**config.mk**
```make
export PLATFORM = sky130hd
export DESIGN_NAME = bilinear_row_scaler
export DESIGN_NICKNAME = d
export VERILOG_FILES = /design/src/rtl/bilinear_row_scaler.sv
export SDC_FILE = /design/constraint.sdc
export NUM_CORES = 2
export LEC_CHECK = 0
export CORE_MARGIN = 4
export CORE_UTILIZATION = 45
export CTS_CLUSTER_SIZE = 16
export DETAILED_ROUTE_END_ITERATION = 16
export PLACE_DENSITY = 0.59
export SYNTH_ARGS = -nofsm -noshare
export SYNTH_HDL_FRONTEND = slang
export SYNTH_SLANG_ARGS = --single-unit
```
**constraint.sdc**
```tcl
create_clock -name clk -period 21.4 [get_ports clk]
set_input_delay 5.35 -clock clk [delete_from_list [all_inputs] [get_ports clk]]
set_output_delay 5.35 -clock clk [all_outputs]
set_load 0.01 [all_outputs]
```
**src/rtl/bilinear_row_scaler.sv**
```systemverilog
// Bilinear row scaler: requests two source rows per destination row from the
// 4-bank line buffer and streams RGB565 pixels interpolated between them.
module bilinear_row_scaler #(
  parameter int SRC_W = 640,
  parameter int SRC_H = 360
) (
  input  logic        clk,
  input  logic        rstn,
  input  logic        start,
  input  logic [9:0]  x_scale,
  input  logic [9:0]  y_scale,
  input  logic [10:0] dst_w,
  input  logic [10:0] dst_h,
  output logic        wr_req,
  output logic [10:0] dst_row,
  input  logic        row_ready,
  output logic        ram_rd_en,
  output logic [10:0] ram_rd_addr,
  input  logic [15:0] ram0_q,
  input  logic [15:0] ram1_q,
  input  logic [15:0] ram2_q,
  input  logic [15:0] ram3_q,
  output logic [15:0] pix_data,
  output logic        pix_valid,
  input  logic        pix_ready,
  output logic        pix_last,
  output logic        frame_done,
  output logic        busy
);

  localparam logic [12:0] X_MAX      = 13'(SRC_W - 1);
  localparam logic [12:0] Y_MAX      = 13'(SRC_H - 1);
  localparam logic [1:0]  Y_MAX_BANK = 2'((SRC_H - 1) % 4);

  typedef enum logic [2:0] {
    S_IDLE, S_REQ, S_WAIT, S_RD0, S_RD1, S_CAP, S_MIX, S_OUT
  } state_t;

  state_t      state_q, state_d;
  logic [10:0] dst_row_q, dst_row_d;
  logic [10:0] col_q, col_d;
  logic [9:0]  x_scale_q, y_scale_q;
  logic [10:0] dst_w_q, dst_h_q;
  logic [15:0] top0_q, bot0_q, top1_q, bot1_q;
  logic [15:0] pix_data_q;
  logic        frame_done_q, frame_done_d;

  logic [15:0] ram_q [4];
  assign ram_q[0] = ram0_q;
  assign ram_q[1] = ram1_q;
  assign ram_q[2] = ram2_q;
  assign ram_q[3] = ram3_q;

  // One-dimensional blend of a single colour channel, rounded to nearest.
  function automatic logic [5:0] lerp(input logic [5:0] a, input logic [5:0] b,
                                      input logic [7:0] f);
    logic [15:0] acc;
    acc = 16'(a) * (16'd256 - 16'(f)) + 16'(b) * 16'(f) + 16'd128;
    return 6'(acc >> 8);
  endfunction

  function automatic logic [15:0] mix_pixel(input logic [15:0] a0, input logic [15:0] a1,
                                            input logic [15:0] c0, input logic [15:0] c1,
                                            input logic [7:0] fx, input logic [7:0] fy);
    logic [5:0] r_t, g_t, b_t, r_b, g_b, b_b;
    r_t = lerp({1'b0, a0[15:11]}, {1'b0, a1[15:11]}, fx);
    g_t = lerp(a0[10:5], a1[10:5], fx);
    b_t = lerp({1'b0, a0[4:0]}, {1'b0, a1[4:0]}, fx);
    r_b = lerp({1'b0, c0[15:11]}, {1'b0, c1[15:11]}, fx);
    g_b = lerp(c0[10:5], c1[10:5], fx);
    b_b = lerp({1'b0, c0[4:0]}, {1'b0, c1[4:0]}, fx);
    return {5'(lerp(r_t, r_b, fy)), lerp(g_t, g_b, fy), 5'(lerp(b_t, b_b, fy))};
  endfunction

  // Source coordinates derived from the current destination row/column.
  logic [20:0] sy, sx;
  logic [12:0] y0;
  logic [7:0]  fy, fx;
  logic [1:0]  bt, bb;
  logic [10:0] x0, x1;
  logic        x_edge;

  assign sy = 21'(dst_row_q) * 21'(y_scale_q);
  assign sx = 21'(col_q) * 21'(x_scale_q);
  assign y0 = sy[20:8];
  assign fy = sy[7:0];
  assign bt = y0[1:0];
  assign bb = (y0 >= Y_MAX) ? Y_MAX_BANK : 2'(y0[1:0] + 2'd1);

  always_comb begin
    x0     = (sx[20:8] > X_MAX) ? X_MAX[10:0] : sx[18:8];
    x_edge = (x0 == X_MAX[10:0]);
    x1     = x_edge ? x0 : 11'(x0 + 11'd1);
    // A clamped column repeats the edge pixel, so its fraction must not blend.
    fx     = x_edge ? 8'd0 : sx[7:0];
  end

  logic last_col, last_row;
  assign last_col = (col_q == 11'(dst_w_q - 11'd1));
  assign last_row = (dst_row_q == 11'(dst_h_q - 11'd1));

  // NOTE: every output of this block gets a default first so no path can infer a latch.
  always_comb begin
    state_d      = state_q;
    dst_row_d    = dst_row_q;
    col_d        = col_q;
    frame_done_d = 1'b0;
    wr_req       = 1'b0;
    ram_rd_en    = 1'b0;
    ram_rd_addr  = '0;
    unique case (state_q)
      S_IDLE: begin
        if (start) begin
          state_d   = S_REQ;
          dst_row_d = '0;
          col_d     = '0;
        end
      end
      S_REQ: begin
        wr_req  = 1'b1;
        state_d = S_WAIT;
      end
      S_WAIT: begin
        if (row_ready) begin
          state_d = S_RD0;
          col_d   = '0;
        end
      end
      S_RD0: begin
        ram_rd_en   = 1'b1;
        ram_rd_addr = x0;
        state_d     = S_RD1;
      end
      S_RD1: begin
        ram_rd_en   = 1'b1;
        ram_rd_addr = x1;
        state_d     = S_CAP;
      end
      S_CAP: state_d = S_MIX;
      S_MIX: state_d = S_OUT;
      S_OUT: begin
        if (pix_ready) begin
          if (!last_col) begin
            col_d   = 11'(col_q + 11'd1);
            state_d = S_RD0;
          end else if (!last_row) begin
            dst_row_d = 11'(dst_row_q + 11'd1);
            state_d   = S_REQ;
          end else begin
            frame_done_d = 1'b1;
            state_d      = S_IDLE;
          end
        end
      end
      default: state_d = S_IDLE;
    endcase
  end

  // NOTE: sequential state uses non-blocking assignments so all registers update together.
  always_ff @(posedge clk or negedge rstn) begin
    if (!rstn) begin
      state_q      <= S_IDLE;
      dst_row_q    <= '0;
      col_q        <= '0;
      x_scale_q    <= '0;
      y_scale_q    <= '0;
      dst_w_q      <= '0;
      dst_h_q      <= '0;
      top0_q       <= '0;
      bot0_q       <= '0;
      top1_q       <= '0;
      bot1_q       <= '0;
      pix_data_q   <= '0;
      frame_done_q <= 1'b0;
    end else begin
      state_q      <= state_d;
      dst_row_q    <= dst_row_d;
      col_q        <= col_d;
      frame_done_q <= frame_done_d;
      // Frame geometry is frozen at start so mid-frame input changes cannot tear it.
      if (state_q == S_IDLE && start) begin
        x_scale_q <= x_scale;
        y_scale_q <= y_scale;
        dst_w_q   <= dst_w;
        dst_h_q   <= dst_h;
      end
      if (state_q == S_RD1) begin
        top0_q <= ram_q[bt];
        bot0_q <= ram_q[bb];
      end
      if (state_q == S_CAP) begin
        top1_q <= ram_q[bt];
        bot1_q <= ram_q[bb];
      end
      if (state_q == S_MIX) begin
        pix_data_q <= mix_pixel(top0_q, top1_q, bot0_q, bot1_q, fx, fy);
      end
    end
  end

  assign dst_row    = dst_row_q;
  assign pix_data   = pix_data_q;
  assign pix_valid  = (state_q == S_OUT);
  assign pix_last   = (state_q == S_OUT) && last_col;
  assign frame_done = frame_done_q;
  assign busy       = (state_q != S_IDLE);

endmodule

```
==> run summary <==
The core region is 0.0936 mm2. The worst path in the final design needs a cycle of 19160 ps, including I/O delays and setup. The number of global-route vias before repair came out at 35400. The vertical die dimension came out at 316 um. The CTS clock-pin slew for the worst setup and hold paths is 80 ps. The post-layout net count is 6360. The count of endpoints failing hold in the final timing report was 0. During synthesis, Yosys emitted a total of 0 warnings. Setup repair after global routing left no endpoint under its margin. The kind of start point of the critical path is a flip-flop. The final total negative setup slack came out at 0 ps.

The sequential area share after synthesis came out at 0.0869. The worst max-slew margin expressed relative to the limit came out at 0.124. The congestion estimate from routability-driven global placement came to 0.883. The later-pin clock latency in the skew report came out at 510 ps. The worst setup path is captured at a flip-flop. The synthesized design contains 148 register bits. Using the TritonRoute via totals, the vias-per-cell ratio works out to 5.33. The iteration count of the initial detailed-routing pass came out at 5. The total routing resource utilization after global routing is 0.254. The number of buffers inserted to repair setup after CTS came out at 0. Across all layers, the routed design uses 33500 vias. The setup violation total in the final timing report came out at 0. The synthesized area divided by synthesized cell count came out at 8.49 um2.

The cell repeated most along the worst path is sky130_fd_sc_hd__fa_1. The transition time of the tightest slew-check pin came out at 1310 ps. The clock sink count came out at 148. The number of buffers inserted by port buffering is 153. The number of instances in the synthesized netlist is 5016.

Hold repair after CTS inserted 0 buffers. Data on the critical path arrives at its endpoint at 19550 ps. Leaving out fill and tap cells, the most frequent cell in the layout is sky130_fd_sc_hd__inv_1.

The number of max-slew violations in the final report is 0. The number of flops mapped to enable cells by yosys is 0. The async set-reset flop share out of synthesis came out at 1.00.

The number of routed nets with antenna violations came out at 0. For this run, the slowest stage of the critical path takes 740 ps. The total overflow left after global routing is 0.

The detailed-placement wirelength estimate came out at 97500 um. The number of nets in the synthesized netlist is 6354. Among all flip-flop cells after synthesis, the most frequent one is sky130_fd_sc_hd__dfrtp_1.

The die covers 0.0997 mm2. The row count is 112. The first routing iteration left 2281 violations. The post-synthesis to final-layout area growth came out at 8.19%. The synthesized area is 0.0426 mm2. The top-level port count is 155.

The first-pass GRT wire length is 198000 um. Clock skew on the completed layout was measured at 30.6 ps. The period utilization came out at 0.895. The number of maximum-capacitance violations came out at 0. The post-synthesis cell type count is 101.

Along the worst path, the maximum fanout reaches 21. The worst path required time came out at 21790 ps. The number of resized instances in the post-cts repair step came out at 0. The average wire length per cell after detail routing is 19.4 um. The sum of routed wire length over all layers came out at 122000 um. The number of buffers created by CTS is 17. The chip width is 316 um.

The clock tree synthesis step divided the H-tree into 4 levels. For this design, the slowest cell found on the critical path is sky130_fd_sc_hd__dfrtp_1. The number of fill cells in the layout is 9139. The setup check on the worst reg-to-reg path leaves a slack of 2240 ps. The initial antenna violation count came out at 2. Based on the critical path, the design can be clocked at up to 52.2 MHz. The run finished with clean final reports.

The maximum number of pins on one net before global-route repair came out at 76. The worst hold path belongs to the class reg2reg. By startpoint and endpoint, the worst setup path is classified as reg2reg. CTS placed an instance of sky130_fd_sc_hd__clkbuf_16 at the clock tree root. TritonCTS built the clock tree. The fraction of final layout cells sized beyond drive strength 1 is 0.0423. For this run, design rule violations remaining after detail routing come to 0.

The top cell types in the final layout, fill and taps aside, are sky130_fd_sc_hd__inv_1, sky130_fd_sc_hd__fa_1, sky130_fd_sc_hd__nand2_1, sky130_fd_sc_hd__ha_1, sky130_fd_sc_hd__nor2_1. The deepest clock path buffer count came out at 2. The effective utilization at floorplan is 0.455.
## worst paths after layout
| check | start | endpoint | cells after the start |
|---|---|---|---|
| min in group asynchronous | rstn | pix_data[3] | 1 |
| max in group asynchronous | rstn | x_scale_q[2] | 2 |
| worst max register to register | col_q[8] | pix_data[15] | 64 |
| worst min register to register | pix_data[1] | pix_data[1] | 2 |
| worst min-delay path | pix_data[1] | pix_data[1] | 2 |
| worst max-delay path | col_q[8] | pix_data[15] | 64 |
## metrics by stage
| step | hold WS, ps | utilization | setup WS (ps) | cells | cell area (um2) |
|---|---|---|---|---|---|
| floorplan | 493 | - | 4640 | 5016 | 42600 |
| global placement | 462 | 0.486 | 2660 | 6257 | 45500 |
| detailed placement | 470 | 0.486 | 2240 | 6257 | 45500 |
| CTS | 487 | 0.492 | 2220 | 6287 | 46100 |
| global route | 520 | 0.492 | 1000 | 6287 | 46100 |
| finish | 483 | 0.492 | 2240 | 6289 | 46100 |
## per-layer routing
metal	up-vias	global-route usage	share of wire
met2	831	0.421	0.47
met4	4	0.0693	0.026
li1	15700	-	-
met1	16800	0.350	0.45
met3	145	0.0359	0.056
met5	-	0	0.00021
## flip-flops by register name, summed over array words and instances, names as in the netlist, 3 cells and up
register,count
top0_q,16
dst_w_q,11
bot1_q,16
y_scale_q,10
top1_q,16
dst_row,11
dst_h_q,11
x_scale_q,10
state_q,3
pix_data,16
col_q,11
bot0_q,16
## layout make-up
| class | count | area, um2 | share of cell area |
|---|---|---|---|
| clock buffer | 18 | 439 | 0.00953 |
| tap | 1254 | 1570 | 0.0340 |
| antenna | 2 | 5.00 | 0.000109 |
| inverter | 969 | 3640 | 0.0789 |
| timing repair buffer | 225 | 2070 | 0.0450 |
| multi-input combinational | 3661 | 34500 | 0.748 |
| clock inverter | 12 | 193 | 0.00418 |
| sequential | 148 | 3700 | 0.0803 |
## Yosys cell counts, types with 28 or more instances
cell                         n  area share
sky130_fd_sc_hd__mux2_2     40       0.011
sky130_fd_sc_hd__nand2_1   656       0.058
sky130_fd_sc_hd__inv_1     968       0.085
sky130_fd_sc_hd__ha_1      507        0.15
sky130_fd_sc_hd__clkbuf_1  203       0.018
sky130_fd_sc_hd__a21o_1     31      0.0055
sky130_fd_sc_hd__xnor2_1   110       0.023
sky130_fd_sc_hd__and2_1    317       0.047
sky130_fd_sc_hd__nor3_1     46      0.0054
sky130_fd_sc_hd__nand3_1    62      0.0073
sky130_fd_sc_hd__xor2_1     55       0.011
sky130_fd_sc_hd__a21oi_1   108       0.013
sky130_fd_sc_hd__nand4_1    28      0.0041
sky130_fd_sc_hd__nor2_1    326       0.029
sky130_fd_sc_hd__fa_1      720        0.34
sky130_fd_sc_hd__a31oi_1    50      0.0073
sky130_fd_sc_hd__dfrtp_1   148       0.087
sky130_fd_sc_hd__o21ai_0   130       0.015
sky130_fd_sc_hd__and3_1    145       0.021
## worst max-delay path: cells and delay by family (launching register included)
family / cells / cell delay [ps]
adder cells (fa/ha/maj): 19 / 8750
flip-flops: 1 / 740
AO/OA/AOI/OAI: 8 / 2310
XOR/XNOR: 5 / 1970
AND/OR/NAND/NOR: 19 / 3630
buffers and inverters: 13 / 1620
## logic make-up (layout without fill, tap and decap cells)
family / count (synthesis) / count (layout) / share of synthesized area
simple gates: 1746 / 1746 / 0.199
compound gates: 476 / 476 / 0.0741
fa+ha+maj: 1227 / 1227 / 0.487
xor+xnor: 165 / 165 / 0.0339
other cells: 1 / 3 / 0.0000880
flops: 148 / 148 / 0.0869
mux: 46 / 46 / 0.0120
buf+inv: 1207 / 1224 / 0.107
Power is not shown: default switching activity piles up to over one toggle a cycle in this logic, so the estimate is an artifact.
